## src/rtl/imem_program_loader.sv

```systemverilog
// Byte-stream program loader: assembles length-prefixed, XOR-checksummed little-endian
// bytes into 32-bit words, writes them to instruction memory and releases the core on success.
module imem_program_loader #(
  parameter int ADDR_WIDTH = 8
) (
  input  logic                  clk,
  input  logic                  reset,
  input  logic                  start,
  input  logic                  in_valid,
  input  logic [7:0]            in_data,
  output logic                  in_ready,
  output logic                  imem_we,
  output logic [ADDR_WIDTH-1:0] imem_addr,
  output logic [31:0]           imem_wdata,
  output logic                  cpu_reset,
  output logic                  load_done,
  output logic                  load_error,
  output logic [2:0]            dbg_state_o
);

  // Handshake: a byte moves only on a cycle with in_valid && in_ready; in_ready is
  // high in every loading state and low in DONE/ERROR, so a load never stalls.
  typedef enum logic [2:0] {
    S_LEN_LO = 3'd0,
    S_LEN_HI = 3'd1,
    S_DATA   = 3'd2,
    S_CHK    = 3'd3,
    S_DONE   = 3'd4,
    S_ERROR  = 3'd5
  } state_t;

  localparam logic [16:0] CAP = 17'd1 << ADDR_WIDTH;

  state_t                state_q;
  logic [15:0]           len_q;
  logic [7:0]            chk_q;
  logic [1:0]            byte_cnt_q;
  logic [ADDR_WIDTH:0]   word_idx_q;
  logic [23:0]           word_buf_q;
  logic                  imem_we_q;
  logic [ADDR_WIDTH-1:0] imem_addr_q;
  logic [31:0]           imem_wdata_q;
  logic                  cpu_reset_q;
  logic                  load_done_q;
  logic                  load_error_q;

  logic                  accept;
  logic [15:0]           len_d;
  logic                  last_word;

  always_comb begin
    in_ready  = (state_q != S_DONE) && (state_q != S_ERROR);
    accept    = in_valid && in_ready;
    len_d     = {in_data, len_q[7:0]};
    // Index is one bit wider than the address so a full-capacity load never wraps.
    last_word = ((17'(word_idx_q) + 17'd1) == {1'b0, len_q});
  end

  always_ff @(posedge clk) begin
    if (reset) begin
      state_q      <= S_LEN_LO;
      len_q        <= '0;
      chk_q        <= '0;
      byte_cnt_q   <= '0;
      word_idx_q   <= '0;
      word_buf_q   <= '0;
      imem_we_q    <= 1'b0;
      imem_addr_q  <= '0;
      imem_wdata_q <= '0;
      cpu_reset_q  <= 1'b1;
      load_done_q  <= 1'b0;
      load_error_q <= 1'b0;
    end else begin
      imem_we_q <= 1'b0;
      case (state_q)
        S_LEN_LO: begin
          if (accept) begin
            len_q[7:0] <= in_data;
            state_q    <= S_LEN_HI;
          end
        end
        S_LEN_HI: begin
          if (accept) begin
            len_q      <= len_d;
            chk_q      <= '0;
            byte_cnt_q <= '0;
            word_idx_q <= '0;
            if ({1'b0, len_d} > CAP) begin
              state_q      <= S_ERROR;
              load_error_q <= 1'b1;
            end else if (len_d == 16'd0) begin
              state_q <= S_CHK;
            end else begin
              state_q <= S_DATA;
            end
          end
        end
        S_DATA: begin
          if (accept) begin
            chk_q      <= chk_q ^ in_data;
            byte_cnt_q <= byte_cnt_q + 2'd1;
            case (byte_cnt_q)
              2'd0: word_buf_q[7:0]   <= in_data;
              2'd1: word_buf_q[15:8]  <= in_data;
              2'd2: word_buf_q[23:16] <= in_data;
              default: begin
                imem_we_q    <= 1'b1;
                imem_addr_q  <= word_idx_q[ADDR_WIDTH-1:0];
                imem_wdata_q <= {in_data, word_buf_q};
                word_idx_q   <= word_idx_q + 1'b1;
                if (last_word) state_q <= S_CHK;
              end
            endcase
          end
        end
        S_CHK: begin
          if (accept) begin
            if (in_data == chk_q) begin
              state_q     <= S_DONE;
              cpu_reset_q <= 1'b0;
              load_done_q <= 1'b1;
            end else begin
              state_q      <= S_ERROR;
              load_error_q <= 1'b1;
            end
          end
        end
        S_DONE, S_ERROR: begin
          if (start) begin
            state_q      <= S_LEN_LO;
            cpu_reset_q  <= 1'b1;
            load_done_q  <= 1'b0;
            load_error_q <= 1'b0;
          end
        end
        default: state_q <= S_LEN_LO;
      endcase
    end
  end

  assign imem_we     = imem_we_q;
  assign imem_addr   = imem_addr_q;
  assign imem_wdata  = imem_wdata_q;
  assign cpu_reset   = cpu_reset_q;
  assign load_done   = load_done_q;
  assign load_error  = load_error_q;
  assign dbg_state_o = state_q;

endmodule

```

## config.mk

```make
export PLATFORM = sky130hd
export DESIGN_NAME = imem_program_loader
export DESIGN_NICKNAME = d
export VERILOG_FILES = /design/src/rtl/imem_program_loader.sv
export SDC_FILE = /design/constraint.sdc
export NUM_CORES = 1
export LEC_CHECK = 0
export CAP_MARGIN = 0
export CORE_MARGIN = 8
export CORE_UTILIZATION = 50
export DETAILED_ROUTE_END_ITERATION = 12
export HOLD_SLACK_MARGIN = 0.06
export MAX_ROUTING_LAYER = met4
export PLACE_DENSITY = 0.76
export REMOVE_ABC_BUFFERS = 1
export SLEW_MARGIN = 10
export SYNTH_ARGS = -nofsm -noshare
export SYNTH_HDL_FRONTEND = slang
export SYNTH_SLANG_ARGS = --single-unit
```

## constraint.sdc

```tcl
create_clock -name clk -period 2.3 [get_ports clk]
set_clock_uncertainty 0.1 [all_clocks]
set_input_delay 0.69 -clock clk [delete_from_list [all_inputs] [get_ports clk]]
set_output_delay 0.69 -clock clk [all_outputs]
set_load 0.03 [all_outputs]
```

Yosys cells after proc, flatten, opt, wreduce, memory -nomap -nowiden

Cells that the tools add are included.

Input bits: 12
Output and inout bits: 48
Register bits: 106
Word-level logic and storage cells: 104

$add $sub $neg: 3
Reductions and logical operators: 22
Bitwise operators: 5
Muxes and demuxes: 37
Equal/unequal tests: 21
$lt $le $gt $ge: 1

Operators with widths:

| operator                                                               | count |
|---|---|
| 8-bit case mux with 2 select lines                                     | 2 |
| 9-bit two-way mux                                                      | 3 |
| 3-bit two-way mux                                                      | 8 |
| 8-bit two-way mux                                                      | 3 |
| 2-bit != test (second input constant)                                  | 10 |
| 9-bit case mux with 2 select lines                                     | 1 |
| 3-bit AND reduction                                                    | 6 |
| 10-bit by 16-bit equality test with 1-bit output                       | 1 |
| 16-bit by 9-bit > comparator with 1-bit output (second input constant) | 1 |
| 16-bit logical NOT                                                     | 1 |
| 3-bit case mux with 5 select lines                                     | 1 |
| 1-bit two-way mux                                                      | 13 |
| 9-bit by 1-bit adder with 10-bit output (second input constant)        | 1 |
| 9-bit by 1-bit adder with 9-bit output (second input constant)         | 1 |
| 8-bit equality test                                                    | 1 |
| 4-bit AND reduction                                                    | 2 |
| 8-bit bitwise XOR                                                      | 1 |
| 7-bit AND reduction                                                    | 1 |
| 3-bit by 2-bit equality test with 1-bit output (second input constant) | 2 |
| 3-bit equality test (second input constant)                            | 2 |
| 3-bit != test (second input constant)                                  | 2 |
| 6-bit AND reduction                                                    | 1 |
| 3-bit OR reduction                                                     | 2 |
| 2-bit two-way mux                                                      | 2 |
| 15 further kinds                                                       | 21 |

Logic depth before layout (Yosys ltp)

Word-level depth: 6
Depth in mapped cells: 8
Mapped depth without buffers: 7

Worst setup path before layout

No wires, ideal clock.

Path type: input to register
From: input in_data[6]
To: register state_q[1], in the netlist dbg_state_o[1]
Path buffers: 1
Arrival time: 2.089 ns
Slack: 0.031 ns
Cell stages on the path: 6
Data required time: 2.121 ns
Setup time: 0.079 ns
Cells stage by stage: buf_6 > or4_4 > nor4_4 > nand2_2 > or3_1 > a211oi_2

Word-level cells in the longest chain between the ends: 4

Ends and longest elaborated chain:

| item                                           | line | RTL |
|---|---|---|
| from (decl)                                    | 10   | `input logic [7:0] in_data,` |
| 16-bit by 9-bit > comparator with 1-bit output | 88   | `if ({1'b0, len_d} > CAP) begin` |
| 3-bit two-way mux                              | 88   |  |
| 3-bit two-way mux                              | 83   | `if (accept) begin` |
| 3-bit case mux with 5 select lines             | 75   | `case (state_q)` |
| to (signal assigned)                           | 79   | `state_q <= S_LEN_HI;` |
| to (signal assigned)                           | 89   | `state_q <= S_ERROR;` |
| to (signal assigned)                           | 92   | `state_q <= S_CHK;` |
| to (decl)                                      | 34   | `state_t state_q;` |

No other way between the ends. The select of a mux whose other input is x is not followed.
A chain may end at the register's enable or synchronous reset.

Final worst setup path

From: input in_data[1]
To: register state_q[1], in the netlist dbg_state_o[1]

Same word-level chain as after synthesis.

==> results.json <==
{
  "finalNetCount": 670,
  "multi_input_area_um2": 2190,
  "drv_cap": 0,
  "grt_pass1_vias": 4032,
  "hold_violations": 0,
  "fin_cells": 769,
  "holdCritPathClass": "flip-flop to flip-flop",
  "antenna_found_initial": 0,
  "crit_path_end_kind": "flip-flop",
  "placed_area_um2": 5330,
  "grt_pass1_wl_mm": 19.0,
  "synth_compound_area_share_pct": 15.3,
  "clock_path_buffers": 2,
  "tns_ns": 0,
  "synth.area.mux_share_pct": 0,
  "place_congestion": 0.933,
  "min_period_ns": 2.25,
  "ys_ff_latch": 106,
  "synth_top_family_by_area": "simple AND/OR/NAND/NOR gates",
  "start_util_pct": 50.9,
  "yosysWarnings": 0,
  "clk-insertion-delay-late_ns": 0.37,
  "drive_gt1_share_pct": 8.21,
  "power_density_nw_per_um2": 596,
  "vdd_ir_drop_max_v": 0.000409,
  "stdcell_area_um2": 5520,
  "holdBufCountCts": 0,
  "critPathKind": "primary input to flip-flop",
  "utilization_pct": 60.6,
  "grt_max_degree": 72,
  "layout_commonest_cell": "nand2_1",
  "maxSlewViolCount": 0,
  "synthFlopType": "dfxtp_1",
  "final_cell_mix": "nand2_1 (167), dfxtp_1 (106), a21oi_1 (98), clkdlybuf4s50_1 (50), nor2_1 (40)",
  "startpoint_type": "primary input",
  "fp.dieH_um": 112,
  "outcome": "finished clean",
  "route.vias.total": 4186,
  "die-area_um2": 12600,
  "tightest_slew_ns": 0.421,
  "finalWirelength_mm": 11.1,
  "regArea_um2": 2120,
  "yosys.area_share.simple_pct": 26.3,
  "route.detailed.drc": 0,
  "viasPerCell": 5.44,
  "crit_fanout": 3,
  "core-area_um2": 9110,
  "postSynthAreaPerCell_um2": 7.73,
  "fillers": 870,
  "portBuffers": 59,
  "p_leak_uw": 0.00194,
  "synth_edf_count": 0,
  "slew_headroom_pct": 71.6,
  "startpoint": "in_data[1]",
  "rows": 35,
  "pre_cts_slack_ns": -0.475,
  "ctsHtreeMaxLevel": 3,
  "drtAntennaViolNets": 0,
  "synth_fa_ha_area_share_pct": 1.35,
  "fp.dieW_um": 112,
  "drt_iter0_markers": 269,
  "hpwl_mm": 8.02,
  "setup_slack_ns": 0.0466,
  "mappedNetlistArea_um2": 4630,
  "min_period_over_period_pct": 98.0,
  "cts_root_buf": "clkbuf_8",
  "dp.cells": 753,
  "postSynthCellCount": 599,
  "ys_async_sr_fraction_pct": 0,
  "pin_count": 60,
  "ys_seq_area_share_pct": 45.8,
  "clock_sinks": 106,
  "rsz0062_at_grt": "false",
  "synth_cell_types": 45,
  "rr_startpoint": "byte_cnt_q[0]",
  "diodes": 0,
  "cts_setup_buffers": 0,
  "syn2layout_area_growth_pct": 19.2,
  "wire_per_inst_um": 14.5,
  "critPathRequiredTime_ns": 2.50,
  "synthXorXnorAreaFrac_pct": 4.35,
  "overflow": 0,
  "fmax_mhz": 444,
  "setup_violations": 0,
  "min-delay-start": "word_buf_q[2]",
  "cts_tree": "built",
  "cts_buffers": 9,
  "grt_use_total_pct": 18.5,
  "drtPass1Iterations": 5,
  "worstPathArrival_ns": 2.45,
  "clkTransAtPathRegs_ns": 0.11
}
-- cell type report --
type,count,share of cell area (%)
multi-input combinational,438,39.7
sequential,106,38.4
timing repair buffer,90,15.2
tap,111,2.51
clock buffer,9,2.24
clock inverter,7,1.40
inverter,8,0.544
-- power breakdown --
part / total [uW] / internal (uW) / switching, uW
clock: 1150 / 436 / 715
sequential: 1880 / 1860 / 20.3
combinational: 267 / 104 / 163
total: 3290 / 2400 / 898
-- layer usage --
metal	global-route usage (%)	share of wire [%]	up-vias
met5	-	0	-
met4	5.58	1.5	0
met3	3.86	6.0	12
met2	30.5	49	127
met1	22.3	44	1940
li1	-	-	2107
-- state kept, by name (all words and copies together) (netlist names) --
name and cells:
byte_cnt_q 2, chk_q 8, cpu_reset 1, dbg_state_o 3, imem_addr 8, imem_wdata 32
imem_we 1, len_q 16, load_done 1, load_error 1, word_buf_q 24, word_idx_q 9
-- synth_stat cells, drive strengths merged, types with 2 or more instances --
master  instances  area [um2]
nor2b           3        18.8
and2            4        25.0
nor4            6        52.6
nand2         168         633
a41oi           2        17.5
o21ai          18        90.1
a21oi          98         490
inv             8        30.0
nor2           40         150
a22oi           3        22.5
a211oi          2        20.0
xor2            7        61.3
dfxtp         106        2120
nand4           5        31.3
or3             2        12.5
nand3          29         145
clkbuf         33         194
nor3            6        30.0
xnor2          16         140
ha              5        62.6
and3            4        25.0
nand2b          2        12.5
buf            14        93.8
nand3b          2        15.0
nor3b           2        15.0
-- stage by stage --
step	power, uW	hold WS, ns
after floorplan	2040	0.326
after global placement	2180	0.341
after detailed placement	2190	0.347
after CTS	3320	0.356
after global routing	3430	0.370
final	3290	0.357
-- what timing repair did --
item | CTS | global route
cloned | 0 | 0
pin swaps | 2 | 0
endpoints found under the setup margin | 3 | 1
resized for setup | 6 | 1
-- cell families (layout without fill, tap and decap cells) --
| kind of cell | Yosys count | count (layout) |
|---|---|---|
| buf+inv | 55 | 114 |
| xor+xnor | 23 | 23 |
| simple gates | 278 | 278 |
| compound gates | 132 | 132 |
| flops | 106 | 106 |
| fa+ha+maj | 5 | 5 |
-- critical path: stages --
cell,delay (ns)
dlygate4sd2_1,0.28
or4_4,0.53
nor4_4,0.30
nand2_2,0.10
or3_1,0.33
a211oi_2,0.21
-- worst paths after layout --
kind / to / cells past startpoint / slack (ns)
worst min register to register: imem_wdata[2] / 2 / 0.36
worst min-delay path: imem_wdata[2] / 2 / 0.36
worst max-delay path: dbg_state_o[1] / 6 / 0.05
worst max register to register: dbg_state_o[2] / 6 / 0.21
Power figures use the tool's default switching activity.
